## config.mk

```make
export PLATFORM = sky130hd
export DESIGN_NAME = spike_time_encoder
export DESIGN_NICKNAME = d
export VERILOG_FILES = /design/src/rtl/spike_time_encoder.sv
export SDC_FILE = /design/constraint.sdc
export NUM_CORES = 1
export LEC_CHECK = 0
export CORE_MARGIN = 3
export CORE_UTILIZATION = 47
export DETAILED_ROUTE_END_ITERATION = 6
export PLACE_DENSITY = 0.8
export RECOVER_POWER = 100
export SYNTH_ARGS = -nofsm -noshare
export SYNTH_HDL_FRONTEND = slang
export SYNTH_SLANG_ARGS = --single-unit
```

## constraint.sdc

```tcl
create_clock -name clk -period 1.5 [get_ports clk]
set_input_delay 0.15 -clock clk [delete_from_list [all_inputs] [get_ports clk]]
set_output_delay 0.15 -clock clk [all_outputs]
set_load 0.02 [all_outputs]
```

## src/rtl/spike_time_encoder.sv

```systemverilog
// First-spike time encoder: one gamma cycle per start, captures the earliest pulse per line.
// Optional feed-forward inhibition with STE_FFI_EN (limits captures per cycle to FFI_LIMIT).
//
// state   | meaning
// IDLE    | waiting for start
// CAPTURE | time_val counting, first pulses recorded
// HOLD    | spike_times valid, waiting for out_ready
module spike_time_encoder #(
  parameter int NUM_LINES   = 16,
  parameter int TIME_PERIOD = 8,
  parameter int FFI_LIMIT   = 4
) (
  input  logic                                            clk,
  input  logic                                            rst_l,
  input  logic                                            start,
  input  logic [NUM_LINES-1:0]                            spikes_in,
  input  logic                                            out_ready,
  output logic [$clog2(TIME_PERIOD)-1:0]                  time_val,
  output logic [NUM_LINES*($clog2(TIME_PERIOD)+1)-1:0]    spike_times,
  output logic                                            out_valid,
  output logic                                            busy,
  output logic                                            overrun
);

  localparam int TBITS = $clog2(TIME_PERIOD);
  localparam int EW    = TBITS + 1;
  localparam logic [TBITS-1:0] T_LAST   = TBITS'(TIME_PERIOD - 1);
  localparam logic [EW-1:0]    NO_SPIKE = {1'b1, T_LAST};

  typedef enum logic [1:0] {S_IDLE, S_CAPTURE, S_HOLD} state_t;
  state_t state;

  logic [NUM_LINES-1:0] pending;
  logic [NUM_LINES-1:0] admit;

  always_comb begin
    pending = '0;
    for (int i = 0; i < NUM_LINES; i++) pending[i] = spike_times[i*EW + TBITS];
  end

`ifdef STE_FFI_EN
  localparam int CW = $clog2(NUM_LINES + 1);
  logic [CW-1:0] ffi_cnt;
  logic [CW-1:0] ffi_cnt_nxt;

  // lower index lines claim the remaining budget first within a clock
  always_comb begin
    admit       = '0;
    ffi_cnt_nxt = ffi_cnt;
    for (int i = 0; i < NUM_LINES; i++) begin
      if (spikes_in[i] && pending[i] && (int'(ffi_cnt_nxt) < FFI_LIMIT)) begin
        admit[i]    = 1'b1;
        ffi_cnt_nxt = ffi_cnt_nxt + CW'(1);
      end
    end
  end

  always_ff @(posedge clk) begin
    if (!rst_l)
      ffi_cnt <= '0;
    else if ((state == S_IDLE && start) || (state == S_HOLD && out_ready && start))
      ffi_cnt <= '0;
    else if (state == S_CAPTURE)
      ffi_cnt <= ffi_cnt_nxt;
  end
`else
  assign admit = spikes_in & pending;
`endif

  always_ff @(posedge clk) begin
    if (!rst_l) begin
      state       <= S_IDLE;
      time_val    <= '0;
      spike_times <= '0;
      out_valid   <= 1'b0;
      busy        <= 1'b0;
      overrun     <= 1'b0;
    end else begin
      case (state)
        S_IDLE: begin
          if (start) begin
            state       <= S_CAPTURE;
            time_val    <= '0;
            spike_times <= {NUM_LINES{NO_SPIKE}};
            busy        <= 1'b1;
          end
        end
        S_CAPTURE: begin
          if (start) overrun <= 1'b1;
          for (int i = 0; i < NUM_LINES; i++)
            if (admit[i]) spike_times[i*EW +: EW] <= {1'b0, time_val};
          if (time_val == T_LAST) begin
            state     <= S_HOLD;
            time_val  <= '0;
            busy      <= 1'b0;
            out_valid <= 1'b1;
          end else begin
            time_val <= time_val + TBITS'(1);
          end
        end
        S_HOLD: begin
          if (out_ready) begin
            out_valid <= 1'b0;
            if (start) begin
              state       <= S_CAPTURE;
              time_val    <= '0;
              spike_times <= {NUM_LINES{NO_SPIKE}};
              busy        <= 1'b1;
            end else begin
              state <= S_IDLE;
            end
          end else if (start) begin
            overrun <= 1'b1;
          end
        end
        default: state <= S_IDLE;
      endcase
    end
  end

endmodule

```

### Word level (Yosys, flattened, before mapping)

Cells that the tools add are included.

| storage, ports and cells | value |
|---|---|
| register bits after elaboration | 72 |
| bits of input ports | 20 |
| logic and storage cells | 108 |
| output and inout port bits | 70 |

| cells by class | value |
|---|---|
| add/sub/neg operators | 1 |
| equality and inequality tests | 23 |
| muxes and demuxes | 38 |
| reduce and logical (&&, ||, !) cells | 24 |
| bitwise gates (word level) | 1 |

Operators with widths:

| kind | number |
|---|---|
| 64-bit one-hot mux with 3 select lines | 1 |
| 64-bit two-way mux | 2 |
| 4-bit two-way mux | 16 |
| 3-bit AND reduction | 19 |
| 2-bit != test, second input constant | 20 |
| 16-bit bitwise AND | 1 |
| 3-bit two-way mux | 3 |
| 3-bit one-hot mux with 3 select lines | 1 |
| 1-bit two-way mux | 8 |
| 2-bit two-way mux | 3 |
| 2-bit one-hot mux with 3 select lines | 1 |
| 1-bit one-hot mux with 2 select lines | 2 |
| 2-bit AND reduction | 2 |
| 3-bit by 1-bit adder with 3-bit output, second input constant | 1 |
| 3-bit == test, second input constant | 1 |
| 1-bit one-hot mux with 3 select lines | 1 |
| 3-bit nonzero test | 1 |
| 2-bit by 1-bit == test with 1-bit output, second input constant | 1 |
| 2-bit == test, second input constant | 1 |
| 2-bit logical NOT | 1 |
| 2-bit nonzero test | 1 |

### Logic depth before layout (Yosys ltp)

| depth | value |
|---|---|
| depth in word-level cells | 3 |
| mapped depth | 5 |
| mapped depth without buffers | 5 |

### Least setup slack after synthesis

OpenSTA, ideal clock, no wires.

| path | value |
|---|---|
| path kind | reg-to-reg |
| start | register time_val[0] |
| end | register time_val[0] |
| path buffers | 0 |
| stages on the path, launching flop included | 5 |
| slack | 0.197 ns |
| period minus slack after synthesis | 1.303 ns |
| setup time | 0.117 ns |
| arrival time | 1.186 ns |
| required time | 1.383 ns |
| cells stage by stage | dfxtp_1 ha_1 ha_1 nor2_1 a32o_1 |

| between the ends | value |
|---|---|
| cells in the longest elaborated chain, start to end | 3 |
| elaborated cells between the ends (all ways) | 6 |
| classes of those cells | 1 x add/sub; 1 x eq/ne; 4 x mux |

RTL lines:

| what | RTL line | RTL |
|---|---|---|
| from (decl) | 18 | `output logic [$clog2(TIME_PERIOD)-1:0] time_val,` |
| from (signal assigned) | 98 | `time_val <= time_val + TBITS'(1);` |
| 3-bit by 1-bit adder with 3-bit output, or another cell as far along | 98 |  |
| 3-bit two-way mux, on equally long branches | - |  |
| 3-bit one-hot mux with 3 select lines (*) | 79 | `case (state)` |

Every way passes the cells marked *; elsewhere a longest branch is shown, timed or not. The select of a mux whose other input is x is not followed.
A chain may end at the register's enable or synchronous reset.

### Worst setup path after layout

| path | value |
|---|---|
| start | register spike_times[48] |
| end | output spike_times[48] |

RTL lines:

| what | RTL line | RTL |
|---|---|---|
| from (decl) | 19 | `output logic [NUM_LINES*($clog2(TIME_PERIOD)+1)-1:0] spike_times,` |
| from (signal assigned) | 84 | `spike_times <= {NUM_LINES{NO_SPIKE}};` |
| from (signal, indexed assignment) | 91 | `if (admit[i]) spike_times[i*EW +: EW] <= {1'b0, time_val};` |
| from (signal assigned) | 107 | `spike_times <= {NUM_LINES{NO_SPIKE}};` |

No word-level cell between the ends.

==> metrics.yaml <==
hold_path:
  hold_path.class: "in -> reg"
floorplanning:
  start_util: 0.500
  die_w_um: 86.5
  placementRows: 28
  core_area_um2: 6100
  dieArea_um2: 7480
  die_h_um: 86.5
  ios: 90
power:
  p_leak_nw: 1.79
  switching_power_w: 0.00145
  vdd_drop_max_mv: 0.758
  pwr_density_cell_nw_per_um2: 1180
  seq_power_share: 0.463
  power_frac_clock: 0.293
  swShare: 0.300
  comb_power_share: 0.244
  intPower_w: 0.00338
global_route:
  grt_first_pass_wirelength_um: 12800
  grt_use_met1: 0.285
  use_met2: 0.351
  grt_start_max_net_pins: 24
  grt_use_total: 0.220
  busiest_layer: "met2"
  grt-ovfl-total: 0
  grt_pass1_vias: 2497
  gr-usage-met3: 0.0722
  antenna_found_initial: 0
synthesis:
  netlist_top_cells_count: "84 x nand2_1, 72 x dfxtp_1, 48 x mux2i_1, 16 x o211a_1, 10 x o22ai_4"
  syn_nets: 309
  synth-seq-cells: 72
  syn_avg_cell_area_um2: 10.7
  synth_cell_types: 26
  syn-instance-count: 286
  synth_top_area_share: 0.473
  synth_top_cell_by_area: "dfxtp_1"
  ys_seq_area_frac: 0.473
  synth.most_common_cell: "nand2_1"
  synth_enable_flop_cells: 0
  synthArstFlopShare: 0
  synth_ff_type: "dfxtp_1"
  yosys-top-cells-area: "dfxtp_1 47%, mux2i_1 16%, nand2_1 10%, o22ai_4 6.6%, o211a_1 5.3%"
  yosysWarningCount: 0
  synth.cell_area_um2: 3050
clocking:
  cts_max_level: 3
  clk_pin_slew_worst_paths_ps: 70
  cts_tree: "done"
  cts_hold_buffers: 0
  insertion_delay_ps: 340
  numCtsBuffers: 9
  clock-sinks: 72
  clockBufferDepth: 2
  clockRootBuffer: "clkbuf_8"
setup_path:
  crit_family: "buffers and inverters"
  cpPeakStageDelay_ps: 610
  cp.required_ps: 1350
  critPathCaptureType: "output port"
  worstSetupPathType: "reg -> out"
  critical_path_buf_inv_count: 1
  cp_max_fo: 2
  crit_slowest_cell: "clkdlybuf4s50_1"
  crit_chain: "clkdlybuf4s50_1"
  worstPathArrival_ps: 1310
  startpoint_type: "flop"
sta:
  tightest_slew_ps: 368
  holdWs_ps: 208
  timing.fmax_ghz: 0.683
  setup_violations: 0
  setup_ws_ps: 36.5
  clock_skew_ps: 7.28
  finalHoldViolations: 0
  slew_viol_final: 0
  period_share: 0.976
  relSlewSlack: 0.754
  period_needed_ps: 1460
layout:
  diodes: 0
  fill_cells: 505
  area_delta_synth_final_pct: 34.7
  drive_above_1_share: 0.144
  finalInstanceArea_um2: 4100
  final-seq-area_um2: 1440
  multi_input_area_um2: 1470
  fin_cells: 464
  final_nets: 407
routing:
  drt_pre_antenna_iters: 4
  drcViolationCount: 0
  routed-via-count: 2482
  viasPerCell: 5.35
  routed_wl_um: 7720
  routedWlPerCell_um: 16.6
  ant_nets: 0
  drt_iter0_drc: 217
placement:
  dp.cells: 447
  placed_area_um2: 4050
  dpl.hpwl_um: 5480
  gp_congestion: 0.790
  dp_slack_ps: -198
  port_buffers: 89
run_status:
  outcome: "completed"
flow_run:
  drv_cap: 0
==> metrics by stage <==
step	total power [W]	TNS (ps)	util
2_1_floorplan	0.00295	0	-
3_3_place_gp	0.00350	-6540	0.665
3_5_place_dp	0.00352	-8110	0.665
4_1_cts	0.00493	0	0.693
5_1_grt	0.00505	-12.0	0.673
6_report	0.00483	0	0.673
==> cell type report <==
class,count,area share
clock inverters,2,0.00305
multi-input cells,194,0.358
clock buffers,14,0.0421
well taps,75,0.0229
repair buffers,107,0.223
flip-flops and latches,72,0.351
==> per-layer routing <==
metal,share of wire,wire length (um)
met1,0.44,3390
met2,0.49,3790
met3,0.059,459
met4,0.011,87
met5,0,0
==> logic make-up after synthesis <==
group | Yosys count | share of synthesized area
adders and majority gates | 3 | 0.0123
DFF | 72 | 0.473
and+or+nand+nor | 96 | 0.127
muxes | 48 | 0.158
buffers and inverters | 20 | 0.0485
AOI/OAI and AO/OA | 47 | 0.182
==> cell usage in the layout, fill, tap and decap left out, drive strengths merged, types with 5 or more instances in the layout <==
master / instances
mux2i: 48
o22ai: 16
buf: 19
o21ai: 5
dfxtp: 72
nor2: 5
o211a: 16
dlygate4sd2: 10
nand2: 84
clkbuf: 37
clkdlybuf4s50: 55
==> state kept, by name, indices dropped and copies added (netlist names) <==
name         count
spike_times     64
time_val         3
state            2
busy             1
out_valid        1
overrun          1
==> path summary, 6_finish.rpt <==
path              startpoint               to  slack, ps  depth (start not counted)
max          spike_times[48]  spike_times[48]         40                          1
min reg2reg  spike_times[36]  spike_times[36]        460                          2
min                    rst_l  spike_times[35]        210                          2
max reg2reg         state[1]   spike_times[9]         80                          4
==> power by group through the flow <==
stage	Sequential, W	Combinational (W)	Clock (W)
after floorplan	0.00249	0.000469	0
after global placement	0.00227	0.00123	0
after detailed placement	0.00227	0.00125	0
after CTS	0.00223	0.00125	0.00145
after global routing	0.00226	0.00126	0.00153
final	0.00223	0.00118	0.00141
==> timing repair <==
item	in CTS	in global routing
resized for setup	10	24
setup buffers	0	1
pin swaps	0	1
hold endpoints to repair	0	0
endpoints found under the setup margin	10	34
Power figures use the tool's default switching activity.
